File: config.mk
export PLATFORM = sky130hd
export DESIGN_NAME = sm4_result_serializer
export DESIGN_NICKNAME = d
export VERILOG_FILES = /design/src/rtl/sm4_result_serializer.sv
export SDC_FILE = /design/constraint.sdc
export NUM_CORES = 1
export LEC_CHECK = 0
export CAP_MARGIN = 25
export CORE_MARGIN = 8
export CORE_UTILIZATION = 46
export CTS_CLUSTER_SIZE = 24
export DETAILED_ROUTE_END_ITERATION = 10
export GPL_TIMING_DRIVEN = 0
export PLACE_DENSITY_LB_ADDON = 0.25
export REMOVE_ABC_BUFFERS = 1
export SETUP_SLACK_MARGIN = 0.02
export SLEW_MARGIN = 30
export SYNTH_ARGS = -nofsm -noshare
export SYNTH_HDL_FRONTEND = slang
export SYNTH_SLANG_ARGS = --single-unit
File: constraint.sdc
create_clock -name clk -period 7.55 [get_ports clk]
set_clock_uncertainty 0.2 [all_clocks]
set_input_delay 1.51 -clock clk [delete_from_list [all_inputs] [get_ports clk]]
set_output_delay 1.51 -clock clk [all_outputs]
set_load 0.005 [all_outputs]
File: src/rtl/sm4_result_serializer.sv
// sm4_result_serializer: captures a finished two-lane SM4 result and streams
// it as WORD_W-bit words over valid/ready, then pulses out_ok to the engine.
//
// Ports:
//   clk, rst        clock, synchronous active-high reset
//   one_round_ok    engine result ready (level, held until next send_ok)
//   sm4_dout        engine result, lane0=[127:0], lane1=[255:128]
//   end_group_num   index of the lane0 group in this result
//   all_group_num   total number of groups in the message
//   out_ok          one-cycle pulse once the result has been fully consumed
//   dout_data/valid/ready/last   output word stream, last marks message end
//   busy            high from capture until the engine drops one_round_ok
module sm4_result_serializer #(
    parameter int WORD_W  = 32,
    parameter int BLOCK_W = 128,
    parameter int LANES   = 2
) (
    input  logic              clk,
    input  logic              rst,
    input  logic              one_round_ok,
    input  logic [383:0]      sm4_dout,
    input  logic [31:0]       end_group_num,
    input  logic [31:0]       all_group_num,
    output logic              out_ok,
    output logic [WORD_W-1:0] dout_data,
    output logic              dout_valid,
    input  logic              dout_ready,
    output logic              dout_last,
    output logic              busy
);

    localparam int WPB   = BLOCK_W / WORD_W;
    localparam int NW    = LANES * WPB;
    localparam int CNT_W = (NW > 1) ? $clog2(NW) : 1;
    localparam int CAP_W = LANES * BLOCK_W;

    localparam logic [CNT_W-1:0] LAST_ONE = CNT_W'(WPB - 1);
    localparam logic [CNT_W-1:0] LAST_ALL = CNT_W'(NW - 1);

    typedef enum logic [1:0] {
        S_IDLE,
        S_SEND,
        S_ACK,
        S_HOLD
    } state_t;

    state_t             state_q, state_d;
    logic [CAP_W-1:0]   data_q, data_d;
    logic [CNT_W-1:0]   cnt_q, cnt_d;
    logic [CNT_W-1:0]   last_idx_q, last_idx_d;
    logic               final_q, final_d;

    logic               one_blk;
    logic               final_cap;
    logic [32:0]        end_ext;
    logic [32:0]        all_ext;
    logic [32:0]        end_plus;
    logic               xfer;
    logic [WORD_W-1:0]  words [NW];

    // The top third of the engine bus carries nothing for this stage.
    logic unused_hi;
    assign unused_hi = ^sm4_dout[383:CAP_W];

    // 33-bit compares so end_group_num near 2^32 cannot wrap.
    always_comb begin
        end_ext   = {1'b0, end_group_num};
        all_ext   = {1'b0, all_group_num};
        one_blk   = (end_ext + 33'd1) == all_ext;
        end_plus  = end_ext + (one_blk ? 33'd1 : 33'(LANES));
        final_cap = end_plus >= all_ext;
    end

    // Word i: lane i/WPB, most significant slice of the lane first.
    always_comb begin
        for (int i = 0; i < NW; i++) begin
            words[i] = data_q[(i / WPB) * BLOCK_W
                              + (WPB - 1 - (i % WPB)) * WORD_W +: WORD_W];
        end
    end

    assign dout_valid = (state_q == S_SEND);
    assign out_ok     = (state_q == S_ACK);
    assign busy       = (state_q != S_IDLE);
    assign dout_data  = dout_valid ? words[cnt_q] : '0;
    assign dout_last  = dout_valid & final_q & (cnt_q == last_idx_q);
    assign xfer       = dout_valid & dout_ready;

    always_comb begin
        state_d    = state_q;
        data_d     = data_q;
        cnt_d      = cnt_q;
        last_idx_d = last_idx_q;
        final_d    = final_q;
        unique case (state_q)
            S_IDLE: begin
                if (one_round_ok) begin
                    data_d     = sm4_dout[CAP_W-1:0];
                    cnt_d      = '0;
                    last_idx_d = one_blk ? LAST_ONE : LAST_ALL;
                    final_d    = final_cap;
                    state_d    = S_SEND;
                end
            end
            S_SEND: begin
                if (xfer) begin
                    if (cnt_q == last_idx_q) begin
                        state_d = S_ACK;
                    end else begin
                        cnt_d = cnt_q + CNT_W'(1);
                    end
                end
            end
            S_ACK: begin
                state_d = S_HOLD;
            end
            S_HOLD: begin
                // Wait for the engine to drop the level so the same
                // result is never captured twice.
                if (!one_round_ok) begin
                    state_d = S_IDLE;
                end
            end
            default: begin
                state_d = S_IDLE;
            end
        endcase
    end

    always_ff @(posedge clk) begin
        if (rst) begin
            state_q    <= S_IDLE;
            data_q     <= '0;
            cnt_q      <= '0;
            last_idx_q <= '0;
            final_q    <= 1'b0;
        end else begin
            state_q    <= state_d;
            data_q     <= data_d;
            cnt_q      <= cnt_d;
            last_idx_q <= last_idx_d;
            final_q    <= final_d;
        end
    end

endmodule
## Word-level counts from Yosys, hierarchy flattened

Cells that the tools add are included.

- Order comparisons: 2
- Mux-type cells: 15
- Equal/unequal tests: 10
- Reduce and logical (&&, ||, !) cells: 6
- $add $sub $neg: 3
- Bitwise gates (word level): 4

Operator list:

| kind | count |
|---|---|
| $bmux 32 s3 | 1 |
| $mux 32 | 3 |
| $add 32x1->33 const B | 1 |
| $add 32x2->33 | 1 |
| $eq 33x32->1 | 1 |
| $ge 33x32->1 | 1 |
| $mux 3 | 4 |
| $mux 2 | 5 |
| $pmux 2 s4 | 1 |
| $reduce_and 4->1 | 2 |
| $ne 2x2->1 const B | 3 |
| $pmux 3 s2 | 1 |
| $eq 2x2->1 const B | 2 |
| $ge 4x4->1 const B | 1 |
| $ne 2x1->1 const B | 2 |
| $not 3->4 | 1 |
| $reduce_bool 2->1 | 2 |
| $add 3x1->3 const B | 1 |
| $and 1x1->1 | 3 |
| $eq 3x3->1 | 1 |
| $eq 2x1->1 const B | 1 |
| $logic_not 2->1 | 1 |
| $reduce_and 2->1 | 1 |

- Bits in registers: 265
- Output and inout bits: 36
- Input port bits: 452

## Depth between registers and ports, before layout

- Depth in word-level cells: 5
- Mapped depth: 25
- Depth with buffers taken out: 24

## Least setup slack after synthesis

Ideal clock, no wire load.

- Kind: input port to flip-flop
- From: input end_group_num[6]
- To: register final_q
- Setup slack: 0.543 ns
- Library setup time: 0.091 ns
- Required time: 7.259 ns
- Stages on the path: 24
- Arrival time: 6.716 ns
- Cells stage by stage: clkbuf_2 -> nand4_4 -> nor3_4 -> nand4_4 -> or4_4 -> a2111oi_4 -> and2_1 -> and2_1 -> ha_1 -> inv_1 -> fa_1 -> and3b_1 -> nor4b_2 -> and2_1 -> nand3_1 -> xnor2_1 -> ha_1 -> nand4_1 -> or2_2 -> nor2_1 -> nand2_1 -> a31o_2 -> a31o_2 -> a311oi_1

- Cells in the longest elaborated chain, start to end: 5

RTL lines:

| item | line | source |
|---|---|---|
| from (decl) | 22 | `input logic [31:0] end_group_num,` |
| $add 32x1->33 | 69 | `one_blk = (end_ext + 33'd1) == all_ext;` |
| $eq 33x32->1 | 69 |  |
| $mux 2 | 70 | `end_plus = end_ext + (one_blk ? 33'd1 : 33'(LANES));` |
| $add 32x2->33 * | 70 |  |
| $ge 33x32->1 * | 71 | `final_cap = end_plus >= all_ext;` |
| to (signal assigned) | 142 | `final_q <= final_d;` |
| to (decl) | 51 | `logic final_q, final_d;` |

Mark *: on every way between the ends. The rest lies on a longest branch, timed or not.
A chain may end at the register's enable or synchronous reset.

## Worst setup path in the final report

- From: input end_group_num[21]
- To: register final_q

The elaborated chain is that of the path after synthesis.

==> metrics list <==
* Worst setup slack after layout: 0.322 ns
- Detailed placement ended at an HPWL of 29.9 mm.
- After clock tree synthesis, the clock-pin slew on the worst setup and hold paths is 0.06 ns.
- Post-route clock period utilization: 95.7%
- Final Hold Vio Count: 0
- Average wire per cell in the routed design: 17.5 um
- Counting distinct cell types in the post-synthesis netlist gives 56.
- After routing, the total negative slack on setup checks comes to 0 ns.
- The largest individual stage delay along the critical path comes from the cell sky130_fd_sc_hd__clkdlybuf4s50_1.
* Most area-hungry cell type in the Yosys netlist: sky130_fd_sc_hd__dfxtp_1
* Detailed route wirelength on metal3: 3.17 mm
* DRT Pass-1 Iters: 5
- The final number of max-transition violations was 0.
- Root buffer cell: sky130_fd_sc_hd__clkbuf_16
* Endpoints failing setup: 0
* WP data arrival: 7.47 ns
- In this run, post-CTS hold repair placed 0 buffers.
- Power density relative to cell area: 253 nW/um^2
- For the pin with the worst max-slew slack, the measured transition is 0.589 ns.
- Wl on met1: 17.3 mm
- Sequential Power Share: 37.0%
- Sequential cell area: 5300 sq um
- Detail Route met2 WL: 20.1 mm
- The layout has 2,455 filler cells.
- Among all flip-flop cells after synthesis, the most frequent one is sky130_fd_sc_hd__dfxtp_1.
- Clock power share: 30.2%
- FFs w/ async S/R, synth: 0%
- The via count of the first global-routing pass was 12,600.
- Synthesized instance count: 1,660
* Hold path depth: 2
- Area enclosed by the die boundary: 35,400 sq um
- Part of the Yosys area used for sequential elements: 38.8%
- First-pass GRT wire length: 65.6 mm
- Internal Power: 0.00323 W
- Number of synthesized flops with an enable pin: 0
- For this run the aggregate overflow at the end of global routing stands at 0.
- Worst setup EP type: flop
* Routed Antenna Nets: 0
* Tmin final: 7.23 ns
- CTS saw 264 sinks.
- In this run the tightest slew margin relative to its limit is 60.8%.
- The highest layer touched by signal routing is met5.
- Worst-case clock buffer depth: 3
- Type of the worst setup path: in2reg
- In the routed design, unresolved DRC markers number 0.
- Critical path's most frequent cell: sky130_fd_sc_hd__nand4_1
- Summed over all cells, the static leakage comes to 7.04 nW.
* Post-synthesis sequential element count: 264
- The run finished with clean final reports.
* Net Switching: 0.00154 W
* Gpl congestion: 0.882
- Traced cell by cell, the critical path runs through clkdlybuf4s50_1 -> and4_1 -> nand4_1 -> or4_4 -> a2111oi_4 -> and2_1 -> and2_1 -> ha_1 -> inv_1 -> fa_1 -> and3b_2 -> nor4b_4 -> buf_4 -> nand4_1 -> xnor2_1 -> ha_1 -> nand4_1 -> or2_2 -> nor2_2 -> nand2_1 -> a31o_2 -> a31o_2 -> a311oi_1.
- STA classifies the critical path startpoint as an input port.
- On the worst path, the slowest cell contributes a delay of 0.64 ns.
* Number of I/O port buffers: 359
- Total via count after detailed routing: 12,600
- Yosys printed 0 warnings.
- In this run the worst hold path is classified as reg2reg.
- The library cell used most frequently in the layout, excluding fill and tap cells, is sky130_fd_sc_hd__nand2_1.
* All-layer global routing usage: 22.4%
* Biggest fanout along the worst timing path: 6
- IR analysis of the VDD net gives a maximum drop of 0.159 mV.
* Horiz. Die Dim: 188 um
* Highest clock frequency the design can meet: 138 MHz
- Number of buffers created by CTS: 29
- In this run the cell area of the synthesized design comes to 13,600 sq um.
- The worst register-to-register path has a depth of 8.
- Pin placement for this block handled 488 I/O pins.
- Across the run, the number of max-cap violations was 0.
- Detailed-route vias per instance: 5.33
* Starting Density: 46.3%
* Antenna violations before repair: 9
- Per report_power, the combinational group accounts for 32.8% of the total.
- At the later pin of the worst-skew pair, clock insertion delay measures 0.53 ns.
- Setup repair after global routing left no endpoint under its margin.
- Post-layout net count: 2,443
- Switching Share: 32.2%
- Row cnt: 63
* Violation count after the first detailed-routing iteration: 792
- Data on the critical path is required at its endpoint by 7.80 ns.
* Cell types with the largest area share after synthesis: sky130_fd_sc_hd__dfxtp_1 (39%), sky130_fd_sc_hd__nand2_1 (15%), sky130_fd_sc_hd__mux4_2 (11%)
- Share of cells above drive strength 1: 8.62%
* Height of the die: 188 um
* Post-placement setup slack: -1.43 ns
- Core region area: 29,400 sq um
* Area of combinational cells with multiple inputs: 7830 sq um
- CTS built an H-tree with a depth of 1.
- TritonCTS built the clock tree.
* Maximum number of pins on one net before global-route repair: 77
* Area growth from synthesis to final layout: 38.2%
- Proportion of netlist area held by the largest area contributor: 38.8%
- Wires add up to 41.6 mm.
* Fraction of the core area covered by cells at the end of the flow: 64.0%
* Post-Syn Area per Cell: 8.20 sq um
- Commonest cells after routing, fill and taps aside: sky130_fd_sc_hd__nand2_1 (542), sky130_fd_sc_hd__clkdlybuf4s50_1 (342), sky130_fd_sc_hd__a21oi_1 (265)
through the flow:
stage	power, W	hold slack [ns]	cells	instance area (sq um)
2_1_floorplan	0.00279	0.227	1537	13100
3_3_place_gp	0.00344	0.238	2286	17200
3_5_place_dp	0.00336	0.243	2302	17600
4_1_cts	0.00482	0.252	2357	18700
5_1_grt	0.00505	0.267	2370	18800
6_report	0.00477	0.250	2370	18800
final timing paths:
kind	startpoint	endpoint	slack, ns
worst max-delay path	end_group_num[21]	final_q$_SDFFE_PP0P_	0.32
worst min-delay path	data_q[172]$_SDFFE_PP0P_	data_q[172]$_SDFFE_PP0P_	0.25
worst max register to register	state_q[0]$_SDFFE_PP0P_	data_q[81]$_SDFFE_PP0P_	5.09
worst min register to register	data_q[172]$_SDFFE_PP0P_	data_q[172]$_SDFFE_PP0P_	0.25
state kept, by name, summed over array words and instances (netlist names):
signal      count
cnt_q           3
last_idx_q      2
data_q        256
final_q         1
state_q         2
worst max-delay path, delay by kind of cell:
kind	cells	cell delay, ns
AND/OR/NAND/NOR	12	2.93
AO/OA/AOI/OAI	4	1.08
buffers and inverters	3	0.91
adder cells (fa/ha/maj)	3	0.89
XOR/XNOR	1	0.16
cell families after synthesis:
family,share of synthesized area [%]
flip-flops,38.8
buffers and inverters,4.61
adder cells (fa/ha/maj),3.82
AO/OA/AOI/OAI,12.7
XOR/XNOR,4.89
AND/OR/NAND/NOR,22.1
multiplexers,13.1
final cells by class:
class,count,area share (%)
Multi-Input combinational cell,1232,41.6
Sequential cell,264,28.1
Timing Repair Buffer,382,21.5
Clock buffer,39,4.32
Tap cell,390,2.59
Clock inverter,14,0.884
Inverter,41,0.817
Antenna cell,8,0.106
synthesized netlist by cell type, types with 9 or more instances:
library cell,n
sky130_fd_sc_hd__a21o_1,13
sky130_fd_sc_hd__a21oi_1,265
sky130_fd_sc_hd__buf_1,18
sky130_fd_sc_hd__buf_2,9
sky130_fd_sc_hd__clkbuf_1,95
sky130_fd_sc_hd__dfxtp_1,264
sky130_fd_sc_hd__ha_1,40
sky130_fd_sc_hd__inv_1,41
sky130_fd_sc_hd__mux2i_1,34
sky130_fd_sc_hd__mux4_2,64
sky130_fd_sc_hd__nand2_1,544
sky130_fd_sc_hd__nand3_1,16
sky130_fd_sc_hd__nand4_1,20
sky130_fd_sc_hd__nor2_1,29
sky130_fd_sc_hd__nor2b_1,34
sky130_fd_sc_hd__nor3_1,9
sky130_fd_sc_hd__o21ai_0,10
sky130_fd_sc_hd__xnor2_1,44
sky130_fd_sc_hd__xor2_1,32
layer usage:
metal / up-vias / global-route usage [%]
met4: 2 / 6.88
li1: 6222 / -
met5: - / 0
met2: 382 / 37.7
met3: 59 / 5.13
met1: 5956 / 28.0
power by group through the flow:
stage | Clock [W] | Sequential, W | Combinational, W
after floorplan | 0 | 0.00179 | 0.00101
after global placement | 0 | 0.00184 | 0.00160
after detailed placement | 0 | 0.00179 | 0.00157
after CTS | 0.00148 | 0.00177 | 0.00158
after global routing | 0.00153 | 0.00179 | 0.00173
final | 0.00144 | 0.00176 | 0.00156
what timing repair did:
| action | 4_1_cts | 5_1_grt |
|---|---|---|
| buffers inserted | 2 | 5 |
| setup endpoints to repair | 1 | 1 |
| gates resized for setup | 14 | 24 |
| pin swaps | 2 | 1 |
No activity file was read; power rests on OpenSTA's default activity.
